<file path="config.mk">
export PLATFORM = sky130hd
export DESIGN_NAME = instr_encoder
export DESIGN_NICKNAME = d
export VERILOG_FILES = /design/src/rtl/instr_encoder_pkg.sv /design/src/rtl/instr_encoder_pack.sv /design/src/rtl/instr_encoder.sv
export SDC_FILE = /design/constraint.sdc
export NUM_CORES = 1
export LEC_CHECK = 0
export CELL_PAD_IN_SITES_DETAIL_PLACEMENT = 2
export CELL_PAD_IN_SITES_GLOBAL_PLACEMENT = 2
export CORE_ASPECT_RATIO = 1.2
export CORE_MARGIN = 1.5
export CORE_UTILIZATION = 24
export CTS_CLUSTER_DIAMETER = 150
export DETAILED_ROUTE_END_ITERATION = 16
export GPL_TIMING_DRIVEN = 1
export PLACE_DENSITY_LB_ADDON = 0.08
export SYNTH_ARGS = -nofsm -noshare
export SYNTH_HDL_FRONTEND = slang
export SYNTH_SLANG_ARGS = --single-unit
</file>
<file path="constraint.sdc">
create_clock -name clk -period 3.4 [get_ports clk]
set_input_delay 1.02 -clock clk [delete_from_list [all_inputs] [get_ports clk]]
set_output_delay 1.02 -clock clk [all_outputs]
set_load 0.01 [all_outputs]
</file>
<file path="src/rtl/instr_encoder_pkg.sv">
// Shared definitions for the RV32I program loader: format codes, opcode constants
// and the loader FSM state encoding.
package instr_encoder_pkg;

    // Format codes are shared with the core's immediate extender.
    localparam logic [2:0] FMT_I = 3'b000;
    localparam logic [2:0] FMT_S = 3'b001;
    localparam logic [2:0] FMT_B = 3'b010;
    localparam logic [2:0] FMT_J = 3'b011;
    localparam logic [2:0] FMT_R = 3'b100;

    localparam logic [6:0] OPC_LOAD   = 7'b0000011;
    localparam logic [6:0] OPC_OP_IMM = 7'b0010011;
    localparam logic [6:0] OPC_AUIPC  = 7'b0010111;
    localparam logic [6:0] OPC_STORE  = 7'b0100011;
    localparam logic [6:0] OPC_OP     = 7'b0110011;
    localparam logic [6:0] OPC_LUI    = 7'b0110111;
    localparam logic [6:0] OPC_BRANCH = 7'b1100011;
    localparam logic [6:0] OPC_JALR   = 7'b1100111;
    localparam logic [6:0] OPC_JAL    = 7'b1101111;

    typedef enum logic [1:0] {
        ST_IDLE = 2'd0,
        ST_LOAD = 2'd1,
        ST_DONE = 2'd2
    } state_e;

    function automatic logic fmt_legal(input logic [2:0] f);
        return (f <= FMT_R);
    endfunction

endpackage

</file>
<file path="src/rtl/instr_encoder_pack.sv">
// Combinational RV32I word packer: places register fields and the immediate into
// the I/S/B/J/R layouts. Immediate range checking is built only with INSTR_ENC_RANGE_CHECK_EN.
module instr_pack
    import instr_encoder_pkg::*;
(
    input  logic [2:0]  i_fmt,
    input  logic [6:0]  i_opcode,
    input  logic [4:0]  i_rd,
    input  logic [4:0]  i_rs1,
    input  logic [4:0]  i_rs2,
    input  logic [2:0]  i_funct3,
    input  logic [6:0]  i_funct7,
    input  logic [31:0] i_imm,
    output logic [31:0] o_word,
    output logic        o_reject
);

    logic w_range_bad;

    always_comb begin
        o_word = 32'h0;
        case (i_fmt)
            FMT_I: o_word = {i_imm[11:0], i_rs1, i_funct3, i_rd, i_opcode};
            FMT_S: o_word = {i_imm[11:5], i_rs2, i_rs1, i_funct3, i_imm[4:0], i_opcode};
            FMT_B: o_word = {i_imm[12], i_imm[10:5], i_rs2, i_rs1, i_funct3,
                             i_imm[4:1], i_imm[11], i_opcode};
            FMT_J: o_word = {i_imm[20], i_imm[10:1], i_imm[11], i_imm[19:12], i_rd, i_opcode};
            FMT_R: o_word = {i_funct7, i_rs2, i_rs1, i_funct3, i_rd, i_opcode};
            default: o_word = 32'h0;
        endcase
    end

`ifdef INSTR_ENC_RANGE_CHECK_EN
    logic signed [31:0] w_simm;
    assign w_simm = i_imm;

    // B/J offsets must be halfword aligned since bit 0 is not encoded.
    always_comb begin
        w_range_bad = 1'b0;
        case (i_fmt)
            FMT_I, FMT_S: w_range_bad = (w_simm < -32'sd2048) || (w_simm > 32'sd2047);
            FMT_B: w_range_bad = (w_simm < -32'sd4096) || (w_simm > 32'sd4094) || i_imm[0];
            FMT_J: w_range_bad = (w_simm < -32'sd1048576) || (w_simm > 32'sd1048574) || i_imm[0];
            default: w_range_bad = 1'b0;
        endcase
    end
`else
    logic w_unused_imm;
    assign w_unused_imm = ^i_imm[31:21];
    assign w_range_bad  = 1'b0;
`endif

    assign o_reject = !fmt_legal(i_fmt) || w_range_bad;

endmodule

</file>
<file path="src/rtl/instr_encoder.sv">
// Program loader: accepts decoded field beats, packs them into RV32I words and writes
// them sequentially to instruction memory. Optional macro: INSTR_ENC_RANGE_CHECK_EN.
module instr_encoder
    import instr_encoder_pkg::*;
#(
    parameter int          ADDR_W    = 8,
    parameter logic [31:0] BASE_ADDR = 32'h0000_0000
) (
    input  logic              clk,
    input  logic              rst_n,
    input  logic              start,
    input  logic              in_valid,
    output logic              in_ready,
    input  logic              in_last,
    input  logic [2:0]        fmt,
    input  logic [6:0]        opcode,
    input  logic [4:0]        rd,
    input  logic [4:0]        rs1,
    input  logic [4:0]        rs2,
    input  logic [2:0]        funct3,
    input  logic [6:0]        funct7,
    input  logic [31:0]       imm,
    output logic              imem_we,
    output logic [31:0]       imem_addr,
    output logic [31:0]       imem_wdata,
    output logic              busy,
    output logic              done,
    output logic              full,
    output logic              err,
    output logic [7:0]        err_cnt,
    output logic [ADDR_W:0]   word_cnt
);

    localparam logic [ADDR_W:0] DEPTH_CNT = {1'b1, {ADDR_W{1'b0}}};
    localparam logic [ADDR_W:0] CNT_ONE   = {{ADDR_W{1'b0}}, 1'b1};

    state_e          r_state;
    logic            r_we;
    logic [31:0]     r_addr;
    logic [31:0]     r_wdata;
    logic            r_done;
    logic            r_full;
    logic            r_err;
    logic [7:0]      r_err_cnt;
    logic [ADDR_W:0] r_word_cnt;

    logic [31:0]     w_word;
    logic            w_reject;
    logic            w_accept;
    logic            w_write;
    logic [ADDR_W:0] w_cnt_inc;
    logic            w_hit_full;
    logic [31:0]     w_addr;

    instr_pack u_pack (
        .i_fmt    (fmt),
        .i_opcode (opcode),
        .i_rd     (rd),
        .i_rs1    (rs1),
        .i_rs2    (rs2),
        .i_funct3 (funct3),
        .i_funct7 (funct7),
        .i_imm    (imm),
        .o_word   (w_word),
        .o_reject (w_reject)
    );

    assign in_ready   = (r_state == ST_LOAD) && !r_full;
    assign w_accept   = in_valid && in_ready;
    assign w_write    = w_accept && !w_reject;
    assign w_cnt_inc  = r_word_cnt + CNT_ONE;
    assign w_hit_full = w_write && (w_cnt_inc == DEPTH_CNT);
    // Address uses the pre-increment count.
    assign w_addr     = BASE_ADDR + {{(32-ADDR_W-3){1'b0}}, r_word_cnt, 2'b00};

    always_ff @(posedge clk or negedge rst_n) begin
        if (!rst_n) begin
            r_state    <= ST_IDLE;
            r_we       <= 1'b0;
            r_addr     <= 32'h0;
            r_wdata    <= 32'h0;
            r_done     <= 1'b0;
            r_full     <= 1'b0;
            r_err      <= 1'b0;
            r_err_cnt  <= 8'h0;
            r_word_cnt <= '0;
        end else begin
            r_we   <= 1'b0;
            r_done <= 1'b0;
            case (r_state)
                ST_IDLE: begin
                    if (start) begin
                        r_word_cnt <= '0;
                        r_err      <= 1'b0;
                        r_err_cnt  <= 8'h0;
                        r_full     <= 1'b0;
                        r_state    <= ST_LOAD;
                    end
                end
                ST_LOAD: begin
                    if (w_accept) begin
                        if (w_write) begin
                            r_we       <= 1'b1;
                            r_addr     <= w_addr;
                            r_wdata    <= w_word;
                            r_word_cnt <= w_cnt_inc;
                            if (w_hit_full) r_full <= 1'b1;
                        end else begin
                            r_err <= 1'b1;
                            if (r_err_cnt != 8'hFF) r_err_cnt <= r_err_cnt + 8'd1;
                        end
                        // Done is registered alongside the final write so both land together.
                        if (in_last || w_hit_full) begin
                            r_state <= ST_DONE;
                            r_done  <= 1'b1;
                        end
                    end
                end
                ST_DONE: r_state <= ST_IDLE;
                default: r_state <= ST_IDLE;
            endcase
        end
    end

    assign imem_we    = r_we;
    assign imem_addr  = r_addr;
    assign imem_wdata = r_wdata;
    assign busy       = (r_state != ST_IDLE);
    assign done       = r_done;
    assign full       = r_full;
    assign err        = r_err;
    assign err_cnt    = r_err_cnt;
    assign word_cnt   = r_word_cnt;

endmodule
</file>
* Word-level counts from Yosys, hierarchy flattened
Cells that the tools add are included.
** Operators by class
- Add/sub/neg operators :: 2
- $mul :: 0
- Shift-type cells :: 0
- Bitwise logic cells :: 0
- Equal/unequal tests :: 14
- Multiplexer cells :: 28
- Divide/modulo/power cells :: 0
- Order comparisons :: 1
- Reductions and logical operators :: 16
** Operators with widths (number)
- 32-bit one-hot mux with 5 select lines :: 1
- 8-bit two-way mux :: 4
- 9-bit two-way mux :: 3
- 9-bit one-hot mux with 2 select lines :: 1
- 8-bit one-hot mux with 2 select lines :: 1
- 1-bit two-way mux :: 12
- 2-bit != test, second input constant :: 5
- 5-bit AND reduction :: 2
- 9-bit by 1-bit adder with 9-bit output, second input constant :: 1
- 9-bit equality test, second input constant :: 1
- 8-bit by 1-bit adder with 8-bit output, second input constant :: 1
- 8-bit != test, second input constant :: 1
- 4-bit AND reduction :: 2
- 3-bit by 2-bit equality test with 1-bit output, second input constant :: 2
- 2-bit two-way mux :: 3
- 3-bit AND reduction :: 2
- 1-bit logical AND :: 4
- 2-bit by 1-bit != test with 1-bit output, second input constant :: 2
- 1-bit one-hot mux with 2 select lines :: 2
- 2-bit one-hot mux with 2 select lines :: 1
- 2-bit nonzero test :: 2
- 3-bit by 1-bit equality test with 1-bit output, second input constant :: 1
- 3-bit equality test, second input constant :: 1
- 3-bit <= comparator, second input constant :: 1
- other kinds (5) :: 5
** Word-level totals
- Memory bits (writable) :: 0
- Output and inout port bits :: 87
- Bits in latches :: 0
- Memory bits (read-only) :: 0
- Register bits after elaboration :: 64
- Memories :: 0
- Logic and storage cells :: 70
- Bits of input ports :: 72

* Logic depth before layout (Yosys ltp)
- Depth in word-level cells :: 9
- Mapped depth :: 8
- Gate-level depth less buffers :: 6

* Hierarchy
Synthesis repeated with hierarchy kept, for this count alone.
** Unflattened totals
- Cell total of the unflattened synthesis :: 418
- Area, all modules :: 3633.5 µm²
** Modules (own cells, without submodules)
- instr_encoder :: cells an instance 332, seq. area each 1601.5 µm², area each 3016.6 µm², instances 1
- instr_pack :: cells an instance 86, seq. area each 0.0 µm², area each 616.8 µm², instances 1

* Worst setup path after synthesis
Ideal clock, no wire load.
- Path kind :: input to register
- Start :: input fmt[1]
- End :: register r_err_cnt[5] (netlist: err_cnt[5])
- Library setup time :: 0.120 ns
- Setup slack :: 1.138 ns
- Arrival time :: 2.142 ns
- Cell stages on the path :: 6
- Buffers on the path :: 1
- Path through :: buf_2 o21ai_1 a221oi_2 nor3b_2 a21oi_1 a31o_1
** Between the ends
- Word-level cells in the longest chain between the ends :: 4
** RTL lines
- start, declared :: RTL line instr_encoder.sv:15 : input logic [2:0] fmt,
- 3-bit <= comparator :: RTL line instr_encoder_pkg.sv:29 : return (f <= FMT_R);
- 1-bit logical AND :: RTL line instr_encoder.sv:70 : assign w_write = w_accept && !w_reject;
- 2-bit != test (no line)
- 5-bit AND reduction (no line)
- end signal, assigned :: RTL line instr_encoder.sv:110 : if (r_err_cnt != 8'hFF) r_err_cnt <= r_err_cnt + 8'd1;
- end, declared :: RTL line instr_encoder.sv:44 : logic [7:0] r_err_cnt;
Every way passes these cells.
A chain may end at the register's enable or synchronous reset.

* Worst setup path after layout
- Start :: register r_state[1]
- End :: output in_ready
** Between the ends
- Word-level cells in the longest chain between the ends :: 2
** RTL lines
- start, declared :: RTL line instr_encoder.sv:37 : state_e r_state;
- start signal, assigned :: RTL line instr_encoder.sv:78 : r_state <= ST_IDLE;
- start signal, assigned :: RTL line instr_encoder.sv:97 : r_state <= ST_LOAD;
- start signal, assigned :: RTL line instr_encoder.sv:114 : r_state <= ST_DONE;
- 2-bit by 1-bit equality test with 1-bit output :: RTL line instr_encoder.sv:68 : assign in_ready = (r_state == ST_LOAD) && !r_full;
- 1-bit logical AND :: RTL line instr_encoder.sv:68
- end, declared :: RTL line instr_encoder.sv:13 : output logic in_ready,
Every way passes these cells.

==> flow_metrics.env <==
export IMPL_max_stage_delay_ns=0.55
export IMPL_tightest_slew_ns=0.817
export IMPL_cp_arrival_ns=1.73
export IMPL_max_cap_violations=0
export IMPL_cts_sink_count=64
export IMPL_hpwlAfterDp_um=8020
export IMPL_finClkSkew_ns=0.00649
export IMPL_clock_latency_ns=0.32
export IMPL_critPathRequiredTime_ns=2.38
export IMPL_fmax_ghz=0.364
export IMPL_grt_overflow=0
export IMPL_dpl_cell_area_sq_um=4660
export IMPL_ant_nets=0
export IMPL_cts_clk_slew_worst_paths_ns=0.05
export IMPL_min_period_ns=2.75
export IMPL_fp_dieArea_sq_um=14500
export IMPL_io_pins=159
export IMPL_status="finished clean"
export IMPL_vias_per_cell=4.62
export IMPL_hold_violations=0
export IMPL_path_max_fanout=8
export IMPL_final_setup_viol_count=0
export IMPL_area_delta_synth_final_pct=49.9
export IMPL_drive_gt1_share_pct=7.68
export IMPL_ff2ff_path_depth=6
export IMPL_yosysWarnings=0
export IMPL_finalMaxSlewViolations=0
export IMPL_antennaDiodeCount=0
export IMPL_irDropWorstVdd_mv=0.246
export IMPL_rsz0062_at_grt="no"
export IMPL_synthCells=365
export IMPL_drc=0
export IMPL_hold_path_depth=2
export IMPL_core_area_sq_um=13400
export IMPL_wirelength_um=11000
export IMPL_period_share_pct=80.9
export IMPL_start_util_pct=24.8
export IMPL_ctsHoldBuffers=0
export IMPL_grt_start_max_net_pins=36
export IMPL_start_kind="flop"
export IMPL_synth_top_cell_area_share_pct=48.4
export IMPL_globalplace_congestion=0.791
export IMPL_cts_buffer_depth=2
export IMPL_vias=3065
export IMPL_nets=564
export IMPL_cts_root_buf="clkbuf_16"
export IMPL_synth_edf_count=0
export IMPL_cts_resized=0
export IMPL_ys_ff_latch=64
export IMPL_wl_per_cell_um=16.5
export IMPL_cts_htree_levels=3
export IMPL_power_leakage_uw=0.00210
export IMPL_row_count=46
export IMPL_critPathKind="reg -> out"
export IMPL_first_iter_violations=101
export IMPL_portBuffers=124
export IMPL_synth_area_leader_cell="dfrtp_1"
export IMPL_hp_class="reg -> reg"
export IMPL_max_slew_margin_pct=45.5
export IMPL_crit_slowest_cell="clkdlybuf4s50_1"
export IMPL_synth_area_leaders="dfrtp_1 48%, nor2_1 7.4%, nand2_1 7.1%, a221oi_1 5.8%, buf_4 5.4%"
export IMPL_postCtsSetupBuffers=0
export IMPL_async_reset_ff_share_pct=100
export IMPL_first_pass_iters=4
export IMPL_cts_buffers=9
export IMPL_die_h_um=132
export IMPL_die_w_um=110
export IMPL_crit_chain="nand2b_4 > nor2_1 > clkdlybuf4s50_1"
export IMPL_ys_flop_type="dfrtp_1"
export IMPL_cts_tree="built"
export IMPL_grt_pass1_wl_um=17700
export IMPL_grt_pass1_vias=3329
export IMPL_p_per_area_nw_per_um2=706
export IMPL_endpoint_kind="primary output"
export IMPL_antenna_found_initial=0
export IMPL_ys_seq_area_share_pct=48.4
export IMPL_track_usage_pct=15.9
export IMPL_design_area_sq_um=4960
export IMPL_avgSynthCellArea_sq_um=9.07
export IMPL_setup_tns_ns=0
export IMPL_netlist_area_sq_um=3310
export IMPL_ys_types=50
-- metal layers --
layer	wire (um)	vias to the layer above	GRT usage, %	part of all wire [%]
met5	0	-	0	0
met4	119	0	5.56	1.1
met3	625	7	3.03	5.7
met2	5580	93	27.1	51
met1	4630	1501	19.7	42
li1	-	1464	-	-
-- layout by cell type (no fill, tap or decap), types with 2 or more instances in the layout --
cell and n:
o31ai_1 3, nand2b_1 3, a21oi_1 9, buf_4 9
nor3b_1 2, inv_1 5, clkbuf_8 2, nand3b_1 2
ha_1 2, clkbuf_16 9, a31oi_1 5, o21ai_1 2
a221oi_1 22, conb_1 23, mux2i_1 3, xor2_1 4
nand2_1 62, clkinv_2 2, clkbuf_1 2, and2_1 2
or2_2 4, nor3_1 2, clkdlybuf4s50_1 123, nor2b_1 4
dfrtp_1 64, nand3_1 8, xnor2_1 5, o21ai_0 14
and3_1 2, a211oi_1 4, nor2_1 65, nand4_1 3
-- stage by stage --
| step | total power (uW) | util, % | setup WS, ns | std cells | hold slack (ns) |
|---|---|---|---|---|---|
| 3_5_place_dp | 2600 | 34.9 | 0.451 | 647 | 0.470 |
| 2_1_floorplan | 1810 | - | 1.14 | 387 | 0.514 |
| 3_3_place_gp | 2550 | 34.9 | 0.477 | 647 | 0.459 |
| 5_1_grt | 3750 | 37.1 | 0.548 | 663 | 0.507 |
| 4_1_cts | 3580 | 37.1 | 0.604 | 663 | 0.484 |
| 6_report | 3500 | 37.1 | 0.649 | 663 | 0.476 |
-- final timing paths --
check | slack, ns | to | startpoint
setup / recovery | 0.65 | in_ready | r_state[1]$_DFFE_PN0P_
hold / removal | 0.48 | imem_wdata[2]$_DFFE_PN0P_ | imem_wdata[2]$_DFFE_PN0P_
setup reg to reg | 1.13 | r_state[0]$_DFFE_PN0P_ | word_cnt[1]$_DFFE_PN0P_
hold reg to reg | 0.48 | imem_wdata[2]$_DFFE_PN0P_ | imem_wdata[2]$_DFFE_PN0P_
max in group asynchronous | 1.94 | imem_addr[8]$_DFFE_PN0P_ | rst_n
min in group asynchronous | 0.79 | imem_addr[2]$_DFFE_PN0P_ | rst_n
-- cells in the mapped netlist, types with 2 or more instances --
cell type,n
nand2_1,63
o21ai_0,14
nor2_1,65
nor3_1,2
nand2b_1,3
buf_2,11
a21oi_1,9
or2_2,4
nor3b_1,2
a221oi_1,22
o21ai_1,2
buf_4,24
nand4_1,3
a211oi_1,4
o31ai_1,3
nand3b_1,2
mux2i_1,3
xor2_1,4
inv_1,5
dfrtp_1,64
and3_1,2
nand3_1,8
ha_1,2
and2_1,2
a31oi_1,5
xnor2_1,5
clkbuf_1,6
nor2b_1,4
-- registers in the layout, summed over array words and instances (netlist names) --
name        count
r_state         2
imem_addr       9
err_cnt         8
done            1
word_cnt        9
err             1
full            1
imem_wdata     32
imem_we         1
-- power breakdown --
| group | internal, uW | switching (uW) |
|---|---|---|
| clock | 606 | 339 |
| combinational | 720 | 634 |
| sequential | 1010 | 187 |
| total | 2340 | 1160 |
-- layout make-up --
class                   count  area, sq um
inverters                   6         22.5
multi-input cells         275         1500
clock buffers              13          260
clock inverters             3         40.0
repair buffers            134         1320
fillers                  1496         8390
flip-flops and latches     64         1600
well taps                 168          210
-- cell families after synthesis --
kind of cell	share of synthesized area (%)
multiplexers	0.907
AND/OR/NAND/NOR	24.0
AO/OA/AOI/OAI	14.6
XOR/XNOR	2.38
other	0.113
flip-flops	48.4
adder cells (fa/ha/maj)	0.756
buffers and inverters	8.81
-- critical path: cells and delay by family, from the launching register on --
family                 cells  cell delay [ns]
and+or+nand+nor            2             0.38
DFF                        1             0.48
buffers and inverters      1             0.55
Power figures use the tool's default switching activity.
